$ cat config.mk
export PLATFORM = sky130hd
export DESIGN_NAME = prog_loader
export DESIGN_NICKNAME = d
export VERILOG_FILES = /design/src/rtl/prog_loader.sv
export SDC_FILE = /design/constraint.sdc
export NUM_CORES = 1
export LEC_CHECK = 0
export BUFFER_PORTS_ARGS = -buffer_cell sky130_fd_sc_hd__buf_2
export CORE_MARGIN = 2
export CORE_UTILIZATION = 55
export CTS_CLUSTER_SIZE = 40
export DETAILED_ROUTE_END_ITERATION = 16
export PLACE_DENSITY = 0.76
export SETUP_SLACK_MARGIN = 0.2
export SYNTH_ARGS = -nofsm -noshare
export SYNTH_HDL_FRONTEND = slang
export SYNTH_SLANG_ARGS = --single-unit
$ cat constraint.sdc
create_clock -name i_clk -period 3.8 [get_ports i_clk]
set_clock_uncertainty 0.15 [all_clocks]
set_input_delay 1.14 -clock i_clk [delete_from_list [all_inputs] [get_ports i_clk]]
set_output_delay 1.14 -clock i_clk [all_outputs]
set_load 0.03 [all_outputs]
$ cat src/rtl/prog_loader.sv
// Buffers a valid/ready byte program, pads it to 16 words, bursts it into processor memory, then releases the processor.
// Pad/burst latency: (16-n) PAD + RST1 + 16 BURST + RST2; in_ready is high only while collecting, burst never stalls.
module prog_loader #(
   parameter int          WORDS    = 16,
   parameter logic [7:0]  PAD_WORD = 8'h90
) (
   input  logic       i_clk,
   input  logic       i_rst_n,
   input  logic       i_load_req,
   input  logic       i_in_valid,
   input  logic [7:0] i_in_data,
   input  logic       i_in_last,
   output logic       o_in_ready,
   output logic       o_mem_write,
   output logic       o_PC_reset,
   output logic [3:0] o_instr,
   output logic [3:0] o_portin,
   output logic       o_busy,
   output logic       o_running,
   output logic [4:0] o_word_count
);

   localparam logic [2:0] S_IDLE    = 3'd0;
   localparam logic [2:0] S_COLLECT = 3'd1;
   localparam logic [2:0] S_PAD     = 3'd2;
   localparam logic [2:0] S_RST1    = 3'd3;
   localparam logic [2:0] S_BURST   = 3'd4;
   localparam logic [2:0] S_RST2    = 3'd5;
   localparam logic [2:0] S_RUN     = 3'd6;
   localparam logic [4:0] LP_FULL   = 5'(WORDS);

   logic [2:0] r_state, w_nstate;
   logic [4:0] r_wc, w_nwc, w_wc_inc;
   logic [3:0] r_j, w_nj;
   logic [7:0] r_buf [WORDS];
   logic       w_accept, w_wr_en;
   logic [7:0] w_wr_dat, w_burst_dat;

   assign w_accept     = (r_state == S_COLLECT) && i_in_valid && o_in_ready;
   assign w_wc_inc     = r_wc + 5'd1;
   assign o_word_count = r_wc;

   always_comb begin
      w_nstate = r_state;
      w_nwc    = r_wc;
      w_nj     = r_j;
      w_wr_en  = 1'b0;
      w_wr_dat = i_in_data;
      case (r_state)
         S_IDLE, S_RUN: begin
            if (i_load_req) begin
               w_nstate = S_COLLECT;
               w_nwc    = 5'd0;
            end
         end
         S_COLLECT: begin
            if (w_accept) begin
               w_wr_en = 1'b1;
               w_nwc   = w_wc_inc;
               if (i_in_last || (w_wc_inc == LP_FULL))
                  w_nstate = (w_wc_inc < LP_FULL) ? S_PAD : S_RST1;
            end
         end
         S_PAD: begin
            w_wr_en  = 1'b1;
            w_wr_dat = PAD_WORD;
            w_nwc    = w_wc_inc;
            if (w_wc_inc == LP_FULL)
               w_nstate = S_RST1;
         end
         S_RST1: begin
            w_nstate = S_BURST;
            w_nj     = 4'd0;
         end
         S_BURST: begin
            w_nj = r_j + 4'd1;
            if (r_j == 4'd15)
               w_nstate = S_RST2;
         end
         S_RST2:  w_nstate = S_RUN;
         default: w_nstate = S_IDLE;
      endcase
   end

   // PC lands on address 1 first after PC_reset drops, so the burst is rotated by one.
   assign w_burst_dat = r_buf[w_nj + 4'd1];

   always_ff @(posedge i_clk) begin
      if (w_wr_en)
         r_buf[r_wc[3:0]] <= w_wr_dat;
   end

   always_ff @(posedge i_clk or negedge i_rst_n) begin
      if (!i_rst_n) begin
         r_state     <= S_IDLE;
         r_wc        <= 5'd0;
         r_j         <= 4'd0;
         o_in_ready  <= 1'b0;
         o_mem_write <= 1'b0;
         o_PC_reset  <= 1'b1;
         o_instr     <= 4'd0;
         o_portin    <= 4'd0;
         o_busy      <= 1'b0;
         o_running   <= 1'b0;
      end else begin
         r_state     <= w_nstate;
         r_wc        <= w_nwc;
         r_j         <= w_nj;
         o_in_ready  <= (w_nstate == S_COLLECT) && (w_nwc < LP_FULL);
         o_mem_write <= (w_nstate == S_BURST);
         o_PC_reset  <= !((w_nstate == S_BURST) || (w_nstate == S_RUN));
         {o_instr, o_portin} <= (w_nstate == S_BURST) ? w_burst_dat : 8'h00;
         o_busy      <= (w_nstate == S_COLLECT) || (w_nstate == S_PAD) ||
                        (w_nstate == S_RST1) || (w_nstate == S_BURST) ||
                        (w_nstate == S_RST2);
         o_running   <= (w_nstate == S_RUN);
      end
   end

endmodule

==> impl_metrics.csv <==
group,metric,value,unit
run_status,outcome,"complete, no violations",
logic_synthesis,synth-edff-count,128,
floorplanning,design.die.area,0.01238,sq mm
logic_synthesis,syn_inst,367,
power,p_int,0.004186,W
place,dpl.hpwl,8.207,mm
logic_synthesis,avgSynthCellArea,17.24,sq um
timing,final_max_slew_viol_count,0,
clock_tree,clockBufferDepth,2,
setup_path,cp_max_fo,14,
clock_tree,clk_pin_slew,60,ps
power,p_switching,0.001947,W
timing,setup_ws,722.2,ps
timing,worstMarginPinSlew,853.2,ps
timing,final_hold_viol_count,0,
setup_path,arrival,3250,ps
power,power_frac_seq,35.8,%
setup_path,required,3970,ps
global_route,grt_usage,22.72,%
logic_synthesis,yosys_warnings,0,
drt,first_pass_iters,4,
timing,period_needed,3078,ps
setup_path,crit_type,"reg -> reg",
power,p_per_area,836.5,mW/mm^2
clock_tree,cts_made_buffers,17,
logic_synthesis,synth.most_common_cell,"edfxtp_1",
global_route,grt_antenna_before_repair,0,
cells_and_area,fin_area,0.007332,sq mm
cells_and_area,antenna_cells,0,
logic_synthesis,yosysSeqAreaShare,70.67,%
power,combPwrFrac,35.4,%
logic_synthesis,yosys-top-cells-area,"edfxtp_1 (61%), dfrtp_1 (9.5%), mux4_2 (8.5%)",
global_route,overflow,0,
logic_synthesis,synth_top_area_share,60.76,%
clock_tree,post_cts_buffers,0,
power,vdd_drop_max,462.8,uV
logic_synthesis,yosys.area.top_type,"edfxtp_1",
place,placed_cell_area,0.006703,sq mm
drt,dr.first_iter.drc_count,288,
global_route,grt_first_pass_wirelength,20.41,mm
timing,rsz0062_at_grt,"false",
power,p_clk_share,28.8,%
cells_and_area,drive_above_1_share,25.69,%
cells_and_area,area_growth_syn_to_layout,15.90,%
timing,slew_headroom,42.91,%
setup_path,cp-start-kind,"register",
min_path,min_path_type,"reg -> reg",
drt,wl_per_cell,22.66,um
flow_run,drv_cap,0,
floorplanning,num_io_pins,31,
clock_tree,worstSkewPairLatency,410,ps
setup_path,setup.worst_path.end_class,"register",
power,switching_share,31.75,%
logic_synthesis,synthTopCellsByCount,"edfxtp_1 (128), mux2i_1 (41), dfrtp_1 (24), mux4_2 (24), nand2_1 (23)",
floorplanning,die_x,111.2,um
logic_synthesis,ys_ff_latch,153,
drt,ant_nets,0,
timing,setup_viol,0,
power,power.leakage,2.800,nW
floorplanning,start_util,55.88,%
global_route,grt_max_degree,49,
clock_tree,cts_root_buffer,"clkbuf_16",
global_route,grt_pass1_vias,3502,
clock_tree,clock-sinks,153,
drt,viasPerCell,5.880,
clock_tree,cts_tree,"built",
clock_tree,htree_levels,4,
timing,finalCritPeriodShare,80.99,%
cells_and_area,nNetsFinal,438,
place,place_ws,576.6,ps
drt,wl,13.03,mm
place,gp_congestion,0.9396,
logic_synthesis,synth_ff_type,"edfxtp_1",
floorplanning,dieHeight,111.2,um
logic_synthesis,synth_cell_types,46,
logic_synthesis,async_reset_ff_share,16.34,%
logic_synthesis,syn_area,0.006326,sq mm
clock_tree,post_cts_resized,0,
timing,max_freq,324.9,MHz
timing,fin_setup_tns,0,ps
drt,drc,0,
place,portBuffers,30,
logic_synthesis,syn-num-nets,386,
floorplanning,core-area,0.01132,sq mm
clock_tree,holdBufCountCts,0,
floorplanning,rows,39,
drt,dr_total_vias,3381,
worst paths after layout:
path                                  from    endpoint  slack [ps]  depth (start not counted)
min in group asynchronous          i_rst_n   o_running         570                          1
worst max register to register  r_state[2]  o_instr[0]         720                          8
max in group asynchronous          i_rst_n      r_j[0]        2540                          1
worst min-delay path                r_j[3]      r_j[3]         360                          1
worst max-delay path            r_state[2]  o_instr[0]         720                          8
worst min register to register      r_j[3]      r_j[3]         360                          1
through the flow:
step / utilization [%] / power, W / cells / hold WS (ps)
floorplan: - / 0.003840 / 367 / 326.4
global placement: 59.21 / 0.004359 / 543 / 356.2
detailed placement: 59.21 / 0.004413 / 543 / 352.4
CTS: 64.77 / 0.006174 / 575 / 360.5
global route: 64.77 / 0.006400 / 575 / 423.5
finish: 64.77 / 0.006133 / 575 / 359.1
layout make-up:
class                      instances  area, sq um
sequential                       153         4471
fill                             765         3989
multi-input combinational        191         1722
clock buffer                      20        456.7
timing repair buffer              49        305.3
tap                              143        178.9
clock inverter                    12        172.7
inverter                           7        26.28
cells by family (layout without fill, tap and decap cells):
family / Yosys count / after routing / synth area share (%)
DFF: 153 / 153 / 70.67
and+or+nand+nor: 81 / 81 / 6.468
muxes: 65 / 65 / 15.03
AOI/OAI and AO/OA: 35 / 35 / 3.659
buffers and inverters: 23 / 88 / 2.136
adders and majority gates: 6 / 6 / 1.187
xor gates and xnor gates: 4 / 4 / 0.8506
power by group through the flow:
stage	Sequential, W	Combinational (W)	Clock (W)
3_3_place_gp	0.00222	0.00214	0
5_1_grt	0.00222	0.00233	0.00185
6_report	0.00220	0.00217	0.00176
4_1_cts	0.00219	0.00220	0.00178
3_5_place_dp	0.00223	0.00219	0
2_1_floorplan	0.00226	0.00158	0
flip-flops by register name, summed over array words and instances (netlist names):
name,count
r_j,4
o_instr,4
o_in_ready,1
o_running,1
o_busy,1
o_portin,4
o_mem_write,1
r_buf,128
o_word_count,5
r_state,3
o_PC_reset,1
layer usage:
layer	up-vias	track usage (%)	wire, um
li1	1531	-	-
met1	1736	29.36	5414
met2	94	36.79	6599
met3	20	6.342	679
met4	0	9.218	337
met5	-	0	0
worst max-delay path, cell delays in order, from the launching register on:
cell and delay, ps:
dfrtp_1 550, or3b_4 470, nand3_1 100, o21a_2 140
inv_1 50, ha_1 250, xnor2_4 540, mux4_2 590
o22ai_1 150
placed cells by master, fill, tap and decap left out, types with 7 or more instances in the layout:
cell / netlist / routed
buf_4: 2 / 18
buf_2: 3 / 30
clkbuf_16: 0 / 17
o21ai_0: 8 / 8
mux2i_1: 41 / 41
nand2_1: 23 / 23
nor2b_1: 8 / 8
inv_1: 7 / 7
nor2_1: 19 / 19
edfxtp_1: 128 / 128
mux4_2: 24 / 24
dfrtp_1: 24 / 24
o22ai_1: 9 / 9
Note: power is estimated with default switching activity, not from simulation.
